$ cat src/rtl/display_pkg.sv
// Shared constants, state encoding and nibble sanitizer for the display share arbiter.
package display_pkg;

    localparam logic [3:0] BLANK_NIBBLE = 4'hF;
    localparam logic [7:0] BLANK_BCD    = 8'hFF;

    typedef enum logic {
        ARB  = 1'b0,
        HOLD = 1'b1
    } state_t;

    // The downstream 7-seg driver blanks anything above 9; force it to the canonical blank code.
    function automatic logic [3:0] sanitize_nibble(input logic [3:0] n);
        return (n > 4'd9) ? BLANK_NIBBLE : n;
    endfunction

endpackage

$ cat src/rtl/display_rr_pick.sv
// Combinational round-robin picker: first valid index scanning from i_ptr upward, modulo N_REQ.
// Latency: zero (pure combinational); no backpressure of its own.
module display_rr_pick #(
    parameter int N_REQ = 2,
    parameter int PW    = 1
) (
    input  logic [N_REQ-1:0] i_valid,
    input  logic [PW-1:0]    i_ptr,
    output logic [N_REQ-1:0] o_pick,
    output logic             o_any_valid
);

    int               w_idx;
    logic             w_found;
    logic [N_REQ-1:0] w_shift;

    assign o_any_valid = |i_valid;

    always_comb begin
        o_pick  = '0;
        w_found = 1'b0;
        w_idx   = 0;
        w_shift = '0;
        for (int k = 0; k < N_REQ; k++) begin
            w_idx = int'(i_ptr) + k;
            if (w_idx >= N_REQ) begin
                w_idx = w_idx - N_REQ;
            end
            w_shift = i_valid >> w_idx;
            if (!w_found && w_shift[0]) begin
                w_found = 1'b1;
                o_pick  = N_REQ'(1) << w_idx;
            end
        end
    end

endmodule

$ cat src/rtl/display_share_arbiter.sv
// Round-robin share of the 2-digit 7-seg display; bcd_o updates 1 cycle after accept and is held HOLD_CYCLES.
// Ready is offered only in ARB; optional requester-0 preemption via DISPLAY_ARB_PREEMPT_EN.
module display_share_arbiter
    import display_pkg::*;
#(
    parameter int N_REQ       = 2,
    parameter int HOLD_CYCLES = 27000000
) (
    input  logic               clk_i,
    input  logic               rst_i,
    input  logic [N_REQ-1:0]   req_valid_i,
    input  logic [8*N_REQ-1:0] req_bcd_i,
    output logic [N_REQ-1:0]   req_ready_o,
    output logic [7:0]         bcd_o,
    output logic [N_REQ-1:0]   grant_o,
    output logic               busy_o,
    output logic               bad_bcd_o
);

    localparam int PW = $clog2(N_REQ);
    localparam int CW = $clog2(HOLD_CYCLES + 1);

    state_t           r_state;
    logic [PW-1:0]    r_ptr;
    logic [CW-1:0]    r_cnt;
    logic [7:0]       r_bcd;
    logic [N_REQ-1:0] r_grant;
    logic             r_busy;
    logic             r_bad;

    logic [N_REQ-1:0] w_pick;
    logic             w_any;
    logic [N_REQ-1:0] w_sel;
    logic             w_preempt;
    logic             w_accept;
    logic [PW-1:0]    w_g;
    logic [PW-1:0]    w_next_ptr;
    logic [7:0]       w_raw;
    logic [7:0]       w_clean;
    logic             w_bad;

    display_rr_pick #(
        .N_REQ (N_REQ),
        .PW    (PW)
    ) u_pick (
        .i_valid     (req_valid_i),
        .i_ptr       (r_ptr),
        .o_pick      (w_pick),
        .o_any_valid (w_any)
    );

`ifdef DISPLAY_ARB_PREEMPT_EN
    // Requester 0 is urgent: it wins ARB outright and cuts short anyone else's hold.
    assign w_sel     = req_valid_i[0] ? N_REQ'(1) : w_pick;
    assign w_preempt = (r_state == HOLD) && req_valid_i[0] && !r_grant[0];
`else
    assign w_sel     = w_pick;
    assign w_preempt = 1'b0;
`endif

    // Gated by reset so ready reads 0 the instant reset asserts, even with valids pending.
    assign w_accept    = (r_state == ARB) && w_any && rst_i;
    assign req_ready_o = w_accept ? w_sel : '0;

    always_comb begin
        w_g   = '0;
        w_raw = '0;
        for (int i = 0; i < N_REQ; i++) begin
            if (w_sel[i]) begin
                w_g   = PW'(i);
                w_raw = req_bcd_i[8*i +: 8];
            end
        end
    end

    assign w_next_ptr = (w_g == PW'(N_REQ - 1)) ? '0 : w_g + PW'(1);
    assign w_clean    = {sanitize_nibble(w_raw[7:4]), sanitize_nibble(w_raw[3:0])};
    assign w_bad      = (w_clean != w_raw);

    always_ff @(posedge clk_i or negedge rst_i) begin
        if (!rst_i) begin
            r_state <= ARB;
            r_ptr   <= '0;
            r_cnt   <= '0;
            r_bcd   <= BLANK_BCD;
            r_grant <= '0;
            r_busy  <= 1'b0;
            r_bad   <= 1'b0;
        end else begin
            r_bad <= 1'b0;
            case (r_state)
                ARB: begin
                    if (w_accept) begin
                        r_bcd   <= w_clean;
                        r_bad   <= w_bad;
                        r_grant <= w_sel;
                        r_ptr   <= w_next_ptr;
                        r_cnt   <= CW'(HOLD_CYCLES - 1);
                        r_busy  <= 1'b1;
                        r_state <= HOLD;
                    end
                end
                HOLD: begin
                    if (r_cnt == '0 || w_preempt) begin
                        r_busy  <= 1'b0;
                        r_state <= ARB;
                    end else begin
                        r_cnt <= r_cnt - CW'(1);
                    end
                end
                default: r_state <= ARB;
            endcase
        end
    end

    assign bcd_o     = r_bcd;
    assign grant_o   = r_grant;
    assign busy_o    = r_busy;
    assign bad_bcd_o = r_bad;

endmodule

$ cat config.mk
export PLATFORM = sky130hd
export DESIGN_NAME = display_share_arbiter
export DESIGN_NICKNAME = d
export VERILOG_FILES = /design/src/rtl/display_pkg.sv /design/src/rtl/display_rr_pick.sv /design/src/rtl/display_share_arbiter.sv
export SDC_FILE = /design/constraint.sdc
export NUM_CORES = 1
export LEC_CHECK = 0
export ABC_AREA = 1
export BUFFER_PORTS_ARGS = -buffer_cell sky130_fd_sc_hd__buf_2
export CORE_UTILIZATION = 30
export CTS_BUF_LIST = sky130_fd_sc_hd__clkbuf_4 sky130_fd_sc_hd__clkbuf_8 sky130_fd_sc_hd__clkbuf_16
export DETAILED_ROUTE_END_ITERATION = 8
export MAX_ROUTING_LAYER = met4
export PLACE_DENSITY = 0.51
export SYNTH_ARGS = -nofsm -noshare
export SYNTH_HDL_FRONTEND = slang
export SYNTH_SLANG_ARGS = --single-unit
$ cat constraint.sdc
create_clock -name clk_i -period 2.7 [get_ports clk_i]
set_input_delay 0.54 -clock clk_i [delete_from_list [all_inputs] [get_ports clk_i]]
set_output_delay 0.54 -clock clk_i [all_outputs]
set_load 0.01 [all_outputs]
==> impl_metrics.toml, run 1 <==
[die]
coreArea_um2 = 8258
io_pins = 34
die_height_um = 94.42
initial_core_util_pct = 31.03
dieArea_um2 = 8915
die_width_um = 94.42
rows = 33

[synthesis]
synthMuxAreaShare_pct = 0
synth_top_family_by_area = "simple AND/OR/NAND/NOR gates"
synthFlopType = "dfrtp_1"
synthCells = 387
avgSynthCellArea_um2 = 6.621
ys_types = 32
syn_nets = 408
synthXorXnorAreaFrac_pct = 0.6836
synth_area_leader_cell = "dfrtp_1"
synth-edff-count = 0
async_flop_share_pct = 100.0
ys_ff_latch = 39
synth_most_common_cell = "nand2_1"
synth-compound-area-share_pct = 4.150
synth_area_leaders = "dfrtp_1 (30%), nand2_1 (19%), nand3_1 (11%)"
ys_seq_area_share_pct = 38.48
yosysWarnings = 0
netlist_area_um2 = 2562
synthSimpleGateAreaFrac_pct = 48.68
synth_common_cells = "nand2_1 (133), nor2_1 (61), nand3_1 (58), dfrtp_1 (31), inv_1 (31)"
synthAdderAreaFrac_pct = 0.4883
synth_top_area_share_pct = 30.27

[power_and_ir_drop]
power_leakage_nw = 1.509
p_sw_share_pct = 42.66
power_frac_clock_pct = 17.4
irDropWorstVdd_uv = 297.3
power.total_w = 0.002597
comb_power_share_pct = 39.4
power.internal_w = 0.001489
power_switching_w = 0.001108
powerDensity_nw_per_um2 = 887.0
seqPwrFrac_pct = 43.2

[worst_setup_path]
start_kind = "flop"
max_stage_delay_ns = 0.40
critPathRequiredTime_ns = 2.88
cp_slowest_cell = "dfrtp_1"
cp.arrival_ns = 2.19
critPathMaxFanout = 26
worst_setup_path_end_kind = "flop"
crit_path_frequent_cell = "nand2_4"
crit_type = "flop to flop"
critical_path.cell_chain = "inv_1, ha_1, nand2_4, nor2_8, nand4_2, nand2_4, nand2_4, nand2_1, nand2_1"

[finish]
antenna_cells = 0
fin_util_pct = 35.45
drive_gt1_share_pct = 16.82
final_area_um2 = 2928
syn_to_final_growth_pct = 14.26
fin_nets = 442

[drt]
wire_per_inst_um = 11.93
viasPerCell = 4.643
firstDrtPassIters = 4
drc = 0
wl_met2_mm = 2.906
dr.max_layer_used = "met4"
wl_met1_mm = 3.106
drt_iter0_drc = 149
routed_wirelength_mm = 6.288
num_vias = 2447
dr_wl_met3_um = 216
drtAntennaViolNets = 0

[placement]
gp_congestion = 0.8500
placed_area_um2 = 2824
dpl.hpwl_mm = 4.514
portBuffers = 33

[timing]
skew_ns = 0.007312
tns_ns = 0
fmax_mhz = 496.9
period_share_pct = 74.53
finalHoldViolations = 0
period_needed_ns = 2.012
drv_slew = 0
worstMarginPinSlew_ns = 0.5084
setup_viol = 0
rsz0062_at_grt = "no"
relSlewSlack_pct = 66.11

[clock_network]
clk_latency_ns = 0.29
post_cts_buffers = 0
cts_tree = "yes"
cts_hold_buf = 0
numCtsBuffers = 5
root_buffer = "clkbuf_8"
clkTransAtPathRegs_ns = 0.08
max-clock-path-buffers = 2
cts_resized = 0
numClockSinks = 39
cts_max_level = 2

[global_routing]
track_usage_pct = 16.32
grt_pass1_vias = 2387
grt-ovfl-total = 0
antenna_found_initial = 0
grt_max_degree = 40
grt_pass1_wl_mm = 11.12

[hold_path]
hold_class = "primary input to async pin"

[status]
outcome = "completed"

[run]
max_cap_violations = 0
## state kept, by name, indices dropped and copies added (netlist names)
| signal | cells |
|---|---|
| r_state | 1 |
| bcd_o | 8 |
| busy_o | 1 |
| r_ptr | 1 |
| r_cnt | 25 |
| bad_bcd_o | 1 |
| grant_o | 2 |
## final timing paths
kind / from / to / slack (ns) / depth (start not counted)
min reg2reg: grant_o[0] / grant_o[0] / 0.48 / 2
min in group clk_i: grant_o[0] / grant_o[0] / 0.48 / 2
max in group asynchronous: rst_i / bcd_o[4] / 1.98 / 2
max: r_cnt[0] / r_cnt[18] / 0.69 / 9
min: rst_i / r_cnt[14] / 0.33 / 2
max reg2reg: r_cnt[0] / r_cnt[18] / 0.69 / 9
## per-layer routing
metal / GRT usage (%) / vias to the layer above
met4: 3.590 / 0
met5: - / -
met2: 26.57 / 49
met1: 20.98 / 1102
met3: 3.060 / 4
li1: - / 1292
## critical path: cells and delay by family (launching register included)
| family | cells | cell delay, ns |
|---|---|---|
| buffers and inverters | 1 | 0.08 |
| adders and majority gates | 1 | 0.29 |
| DFF | 1 | 0.40 |
| and+or+nand+nor | 7 | 1.14 |
## cell type report
type | count | area [um2]
well taps | 105 | 131.4
repair buffers | 37 | 195.2
multi-input cells | 304 | 1384
clock inverters | 1 | 7.507
inverters | 34 | 127.6
clock buffers | 7 | 96.34
flip-flops and latches | 39 | 985.9
fillers | 900 | 5330
## placed cells by master (no fill, tap or decap), drive strengths merged, types with 4 or more instances in the layout
| cell | count |
|---|---|
| dfrtp | 31 |
| or2 | 9 |
| nand4 | 7 |
| clkbuf | 7 |
| a31oi | 4 |
| inv | 33 |
| buf | 37 |
| nor2 | 68 |
| dfstp | 8 |
| a21oi | 6 |
| nand2 | 137 |
| o21ai | 8 |
| nand3 | 58 |
## power by group through the flow
stage / clock network (W) / logic (W) / registers, W
2_1_floorplan: 0 / 0.000752 / 0.00110
3_3_place_gp: 0 / 0.00102 / 0.00113
3_5_place_dp: 0 / 0.00104 / 0.00113
4_1_cts: 0.000466 / 0.00104 / 0.00113
5_1_grt: 0.000495 / 0.00121 / 0.00116
6_report: 0.000451 / 0.00102 / 0.00112
## per-stage QoR
step	worst slack (ns)	std cells	hold slack [ns]
after floorplan	1.088	387	0.2444
after global placement	0.7229	519	0.4526
after detailed placement	0.6656	519	0.4620
after CTS	0.6470	527	0.3662
after global routing	0.4552	527	0.3842
final	0.6876	527	0.3326
## cells by family (layout without fill, tap and decap cells)
kind of cell / Yosys count / count (layout)
AO/OA/AOI/OAI: 19 / 19
buffers and inverters: 44 / 79
XOR/XNOR: 2 / 2
adder cells (fa/ha/maj): 1 / 1
flip-flops: 39 / 39
AND/OR/NAND/NOR: 282 / 282
No activity file was read; power rests on OpenSTA's default activity.
==> inputs of run 2 (changes only) <==
Settings changed: ABC_AREA 1 to 0, PLACE_DENSITY 0.51 to 0.52.
Clock period 2.7 ns to 2 ns, I/O delays scaled along.
==> run 2 against run 1 <==
Against the previous run:
- the run now ends with design-rule violations, negative setup slack left
- fmax shrank 0.98%
- critical endpoint is now r_cnt[23]
- sequential cell count is the same
- synthesized cell count is 47% lower
- first-iteration DRC count down 22%
- final cell count down 33%
- clock skew is 0.0034 ns lower
- critical path type unchanged
- worst setup slack lost 0.72 ns
- hold slack lost 0.14 ns
- critical path depth fell by 4
==> impl_metrics.toml, run 2 <==
[power_and_ir_drop]
seqPwrFrac_pct = 48.4
powerDensity_nw_per_um2 = 785.5
comb_power_share_pct = 23.5
p_sw_share_pct = 30.99
power.internal_w = 0.001502
power_leakage_nw = 1.104
power_switching_w = 0.0006743
power_frac_clock_pct = 28.1
irDropWorstVdd_uv = 529.0
power.total_w = 0.002176

[synthesis]
async_flop_share_pct = 100.0
synth_top_area_share_pct = 38.06
synth_area_leader_cell = "dfrtp_1"
synthFlopType = "dfrtp_1"
synth_common_cells = "dfrtp_1 (31), nor2_1 (19), nand2_1 (18), nor3_1 (12)"
synth-edff-count = 0
synth_most_common_cell = "dfrtp_1"
ys_seq_area_share_pct = 48.37
netlist_area_um2 = 2038
ys_types = 49
synth_area_leaders = "dfrtp_1 (38%), dfstp_2 (10%), xnor2_1 (3.9%)"
avgSynthCellArea_um2 = 9.894
synthCells = 206
syn_nets = 227
yosysWarnings = 0
ys_ff_latch = 39

[global_routing]
grt_max_degree = 40
antenna_found_initial = 0
grt_pass1_vias = 1709
track_usage_pct = 14.92
grt-ovfl-total = 0
grt_pass1_wl_mm = 8.224

[die]
initial_core_util_pct = 31.56
coreArea_um2 = 6459
dieArea_um2 = 7128
io_pins = 34
rows = 29
die_height_um = 84.43
die_width_um = 84.43

[finish]
final_area_um2 = 2770
final_cell_mix = "buf_2 (34), buf_4 (34), dfrtp_1 (30), nor2_1 (18), nand2_1 (18)"
largest_register_ffs = 25
drive_gt1_share_pct = 39.13
top_register = "r_cnt"
syn_to_final_growth_pct = 35.91
antenna_cells = 0
fin_nets = 296

[timing]
setup_viol = 3
relSlewSlack_pct = 65.87
finalHoldViolations = 0
skew_ns = 0.003901
worstMarginPinSlew_ns = 0.5119
whs_ns = 0.1908
drv_slew = 0
fmax_mhz = 492.1
period_needed_ns = 2.032
period_share_pct = 101.6
rsz0062_at_grt = "yes"
fin_ws_ns = -0.03225

[hold_path]
hold_class = "primary input to async pin"

[status]
outcome = "complete, but fails checks"
violations = "design-rule violations, negative setup slack"

[clock_network]
cts_tree = "yes"
cts_max_level = 2
cts_hold_buf = 0
numClockSinks = 39
clkTransAtPathRegs_ns = 0.08
clk_latency_ns = 0.29
root_buffer = "clkbuf_8"
max-clock-path-buffers = 2
numCtsBuffers = 5

[placement]
gp_congestion = 0.7675
portBuffers = 33
place_ws_ns = -0.04676
dpl.hpwl_mm = 3.425
placed_area_um2 = 2477

[worst_setup_path]
regToRegStartpoint = "r_cnt[6]"
critPathBufInv = 0
critPathRequiredTime_ns = 2.22
crit_type = "flop to flop"
cp_slowest_cell = "or4_1"
critical_path.cell_chain = "nor4b_4, nand4_1, a211o_1, or4_1, nand3_1"
worst_setup_path_end_kind = "flop"
start_kind = "flop"
max_stage_delay_ns = 0.48
reg2reg_to = "r_cnt[23]"
critPathMaxFanout = 5
r2r_slack_ns = -0.03
cp.depth = 5
cp_top_family = "simple AND/OR/NAND/NOR gates"
cp.arrival_ns = 2.25
r2r_cells = 5

[drt]
drt_iter0_drc = 116
wire_per_inst_um = 14.66
num_vias = 1852
firstDrtPassIters = 6
viasPerCell = 5.246
routed_wirelength_mm = 5.174
drtAntennaViolNets = 0
drc = 2

[run]
max_cap_violations = 0
run 2: changes by cell type in the layout (fill, tap and decap cells not counted), sizes merged, moves of 4 or more:
cell	delta
nand2	-119
nand3	-52
nor2	-49
buf	+33
inv	-29
nor3	+12
or2	-7
xnor2	+7
a2111oi	+5
a22oi	+5
nor4	+5
a211oi	+4
nand4	-4
run 2: how the worst max path moves through the flow:
stage,from,endpoint,slack (ns)
final,r_cnt[6],r_cnt[23],-0.03
after detailed placement,r_cnt[0],r_cnt[19],-0.05
after floorplan,r_cnt[0],r_cnt[23],0.02
after CTS,r_cnt[7],r_cnt[23],0.01
after global routing,r_cnt[6],r_cnt[23],-0.15
after global placement,r_cnt[0],r_cnt[23],-0.02
run 2: kinds of logic (layout without fill, tap and decap cells):
| kind of cell | after synthesis | after routing | share of synthesized area [%] |
|---|---|---|---|
| AO/OA/AOI/OAI | 58 | 58 | 20.81 |
| XOR/XNOR | 9 | 9 | 3.868 |
| adder cells (fa/ha/maj) | 1 | 1 | 0.6138 |
| buffers and inverters | 12 | 82 | 2.271 |
| flip-flops | 39 | 39 | 48.37 |
| multiplexers | 1 | 1 | 0.4911 |
| AND/OR/NAND/NOR | 86 | 86 | 23.57 |
run 2: layout make-up:
class	count	area, um2
multi-input combinational	155	1120
fill	647	3689
inverter	4	15.01
timing repair buffer	70	447.9
tap	77	96.34
clock buffer	8	103.9
sequential	39	987.2
run 2: metal layers:
| metal | wire (um) | track usage (%) | share of wire, % |
|---|---|---|---|
| met2 | 2351 | 22.65 | 45 |
| met3 | 175 | 3.343 | 3.4 |
| met5 | 0 | - | 0 |
| met4 | 55 | 3.236 | 1.1 |
| met1 | 2592 | 20.47 | 50 |
run 2: power groups by stage:
stage | combinational (W) | clock (W) | sequential, W
after floorplan | 0.000217 | 0 | 0.00105
after global placement | 0.000448 | 0 | 0.00104
after detailed placement | 0.000451 | 0 | 0.00104
after CTS | 0.000458 | 0.000632 | 0.00103
after global routing | 0.000571 | 0.000663 | 0.00107
final | 0.000512 | 0.000610 | 0.00105
run 2: repair_timing:
item / in CTS / in global routing
cloned: 0 / 0
buffers inserted: 1 / 9
pin swaps: 2 / 9
setup endpoints to repair: 7 / 16
resized for setup: 2 / 22
run 2: stage by stage:
stage	setup TNS, ns	instances	utilization [%]
after global routing	-1.037	353	42.89
after floorplan	0	206	-
after global placement	-0.03107	335	38.36
final	-0.04915	353	42.89
after CTS	0	344	40.16
after detailed placement	-0.1026	335	38.36
==> inputs of run 3 (changes only) <==
Settings changed: CORE_MARGIN set to 2, RECOVER_POWER set to 100, SETUP_SLACK_MARGIN set to 0.2.
==> run 3 against run 2 <==
Against the previous run:
- the run now ends clean
- fmax is 3.7% higher
- final cell count is 1.4% higher
- power is 2.8% lower
- combinational power hardly changed
- worst setup slack better by 0.072 ns
- sequential share of layout area is 2.2 points lower
- die area is 4.8% higher
- global-route usage is 0.12 points higher
- sequential cell count stayed put
- first-iteration DRC count is 33% lower
- highest routed layer unchanged
==> impl_metrics.toml, run 3 (same netlist as run 2, synthesis figures left out) <==
[global_routing]
track_usage_pct = 15.04
grt_pass1_wl_mm = 8.811
grt_pass1_vias = 1856
grt-ovfl-total = 0
antenna_found_initial = 0
grt_max_degree = 40

[finish]
final_cell_mix = "buf_4 (30), dfrtp_1 (29), buf_2 (23), nor2_1 (18), nand2_1 (15)"
top_register = "r_cnt"
multi_input_area_um2 = 1303
fin_nets = 298
syn_to_final_growth_pct = 45.06
n_fill_cell = 676
largest_register_ffs = 25
final_common_cell = "buf_4"
seq_area_um2 = 988.4
fin_util_pct = 44.25
drive_gt1_share_pct = 41.73
antenna_cells = 0

[drt]
drtAntennaViolNets = 0
viasPerCell = 5.212
drc = 0
firstDrtPassIters = 4
num_vias = 1866
wire_per_inst_um = 14.65
drt_iter0_drc = 78
routed_wirelength_mm = 5.245

[power_and_ir_drop]
powerDensity_nw_per_um2 = 715.5
irDropWorstVdd_uv = 312.6
power_leakage_nw = 1.096

[timing]
drv_slew = 0
whs_ns = 0.4235
period_share_pct = 98.01
skew_ns = 0.004954
relSlewSlack_pct = 34.67
finalHoldViolations = 0
setup_viol = 0
period_needed_ns = 1.960
fmax_mhz = 510.1
worstMarginPinSlew_ns = 0.9800
rsz0062_at_grt = "yes"

[clock_network]
clk_latency_ns = 0.29
cts_tree = "yes"
cts_max_level = 2
root_buffer = "clkbuf_8"
max-clock-path-buffers = 2
numCtsBuffers = 5
clkTransAtPathRegs_ns = 0.08
numClockSinks = 39

[die]
initial_core_util_pct = 30.51
die_height_um = 86.43
rows = 30
die_width_um = 86.43
dieArea_um2 = 7469
coreArea_um2 = 6681
io_pins = 34

[placement]
portBuffers = 33
gp_congestion = 0.7581
dpl.hpwl_mm = 3.321

[worst_setup_path]
critPathBufInv = 0
regToRegStartpoint = "r_cnt[7]"
cp_top_family = "simple AND/OR/NAND/NOR gates"
cp_slowest_cell = "dfrtp_2"
start_kind = "flop"
cp.arrival_ns = 2.18
crit_type = "flop to flop"
r2r_cells = 5
max_stage_delay_ns = 0.44
worst_setup_path_end_kind = "flop"
critPathRequiredTime_ns = 2.22
critPathMaxFanout = 4
reg2reg_to = "r_cnt[23]"
critical_path.cell_chain = "nor4b_4, nand4_1, a211o_1, or4_1, nand3_1"
r2r_slack_ns = 0.04

[hold_path]
hold_class = "primary input to flop"
worstHoldPathCells = 3
worstHoldStart = "req_bcd_i[3]"
holdPathEnd = "bcd_o[3]"

[status]
outcome = "completed"

[run]
max_cap_violations = 0
run 3: cell types whose count changed in the layout (fill, tap and decap cells not counted), moves of 3 or more:
cell / previous run / this run
clkbuf_1: 0 / 12
buf_2: 34 / 23
buf_4: 34 / 30
nor4_1: 4 / 0
buf_6: 2 / 5
clkinv_2: 0 / 3
nand2_1: 18 / 15
nor4_4: 0 / 3
o21ai_0: 8 / 5
run 3: layout make-up:
cell class                 instances  area share (%)
multi-input combinational        155           44.05
inverter                           4          0.5078
clock buffer                       5           2.328
timing repair buffer              72           15.79
sequential                        39           33.43
tap                               80           3.386
clock inverter                     3          0.5078
run 3: timing repair:
item,4_1_cts,5_1_grt
pin swaps,10,23
endpoints found under the hold margin,0,0
hold buffers,0,0
setup endpoints to repair,25,30
setup buffers,11,10
gates resized for setup,24,34
run 3: routing by layer:
layer	global-route usage [%]	vias to the layer above	wire length (um)
li1	-	933	-
met1	19.75	896	2529
met2	23.43	32	2514
met3	3.333	5	160
met4	4.261	0	41
met5	-	-	0
run 3: through the flow:
stage | worst slack (ns) | TNS (ns) | power, W | instance area [um2] | std cells
after floorplan | 0.1752 | 0 | 0.001304 | 2071 | 206
after global placement | 0.01817 | 0 | 0.001447 | 2440 | 329
after detailed placement | -0.01284 | -0.02771 | 0.001452 | 2440 | 329
after CTS | 0.005743 | 0 | 0.002045 | 2698 | 348
after global routing | -0.05102 | -0.1340 | 0.002251 | 2957 | 358
final | 0.03972 | 0 | 0.002115 | 2957 | 358
run 3: worst max path at each step:
| stage | to | from | slack, ns | cells after the start |
|---|---|---|---|---|
| after floorplan | r_cnt[19] | r_cnt[0] | 0.18 | 7 |
| after global placement | r_cnt[21] | r_cnt[3] | 0.02 | 6 |
| after detailed placement | r_cnt[19] | r_cnt[0] | -0.01 | 7 |
| after CTS | r_cnt[19] | r_cnt[1] | 0.006 | 6 |
| after global routing | r_cnt[19] | r_cnt[7] | -0.05 | 5 |
| final | r_cnt[23] | r_cnt[7] | 0.04 | 5 |
run 3: tightest hold or removal path, stage by stage:
cell,delay (ns)
buf_2,0.08
a32oi_1,0.06
o21ai_0,0.14
run 3: power by group:
part	total, W	internal [W]	switching (W)
clock	0.000525	0.000239	0.000286
sequential	0.00108	0.000908	0.000172
combinational	0.000511	0.000261	0.000250
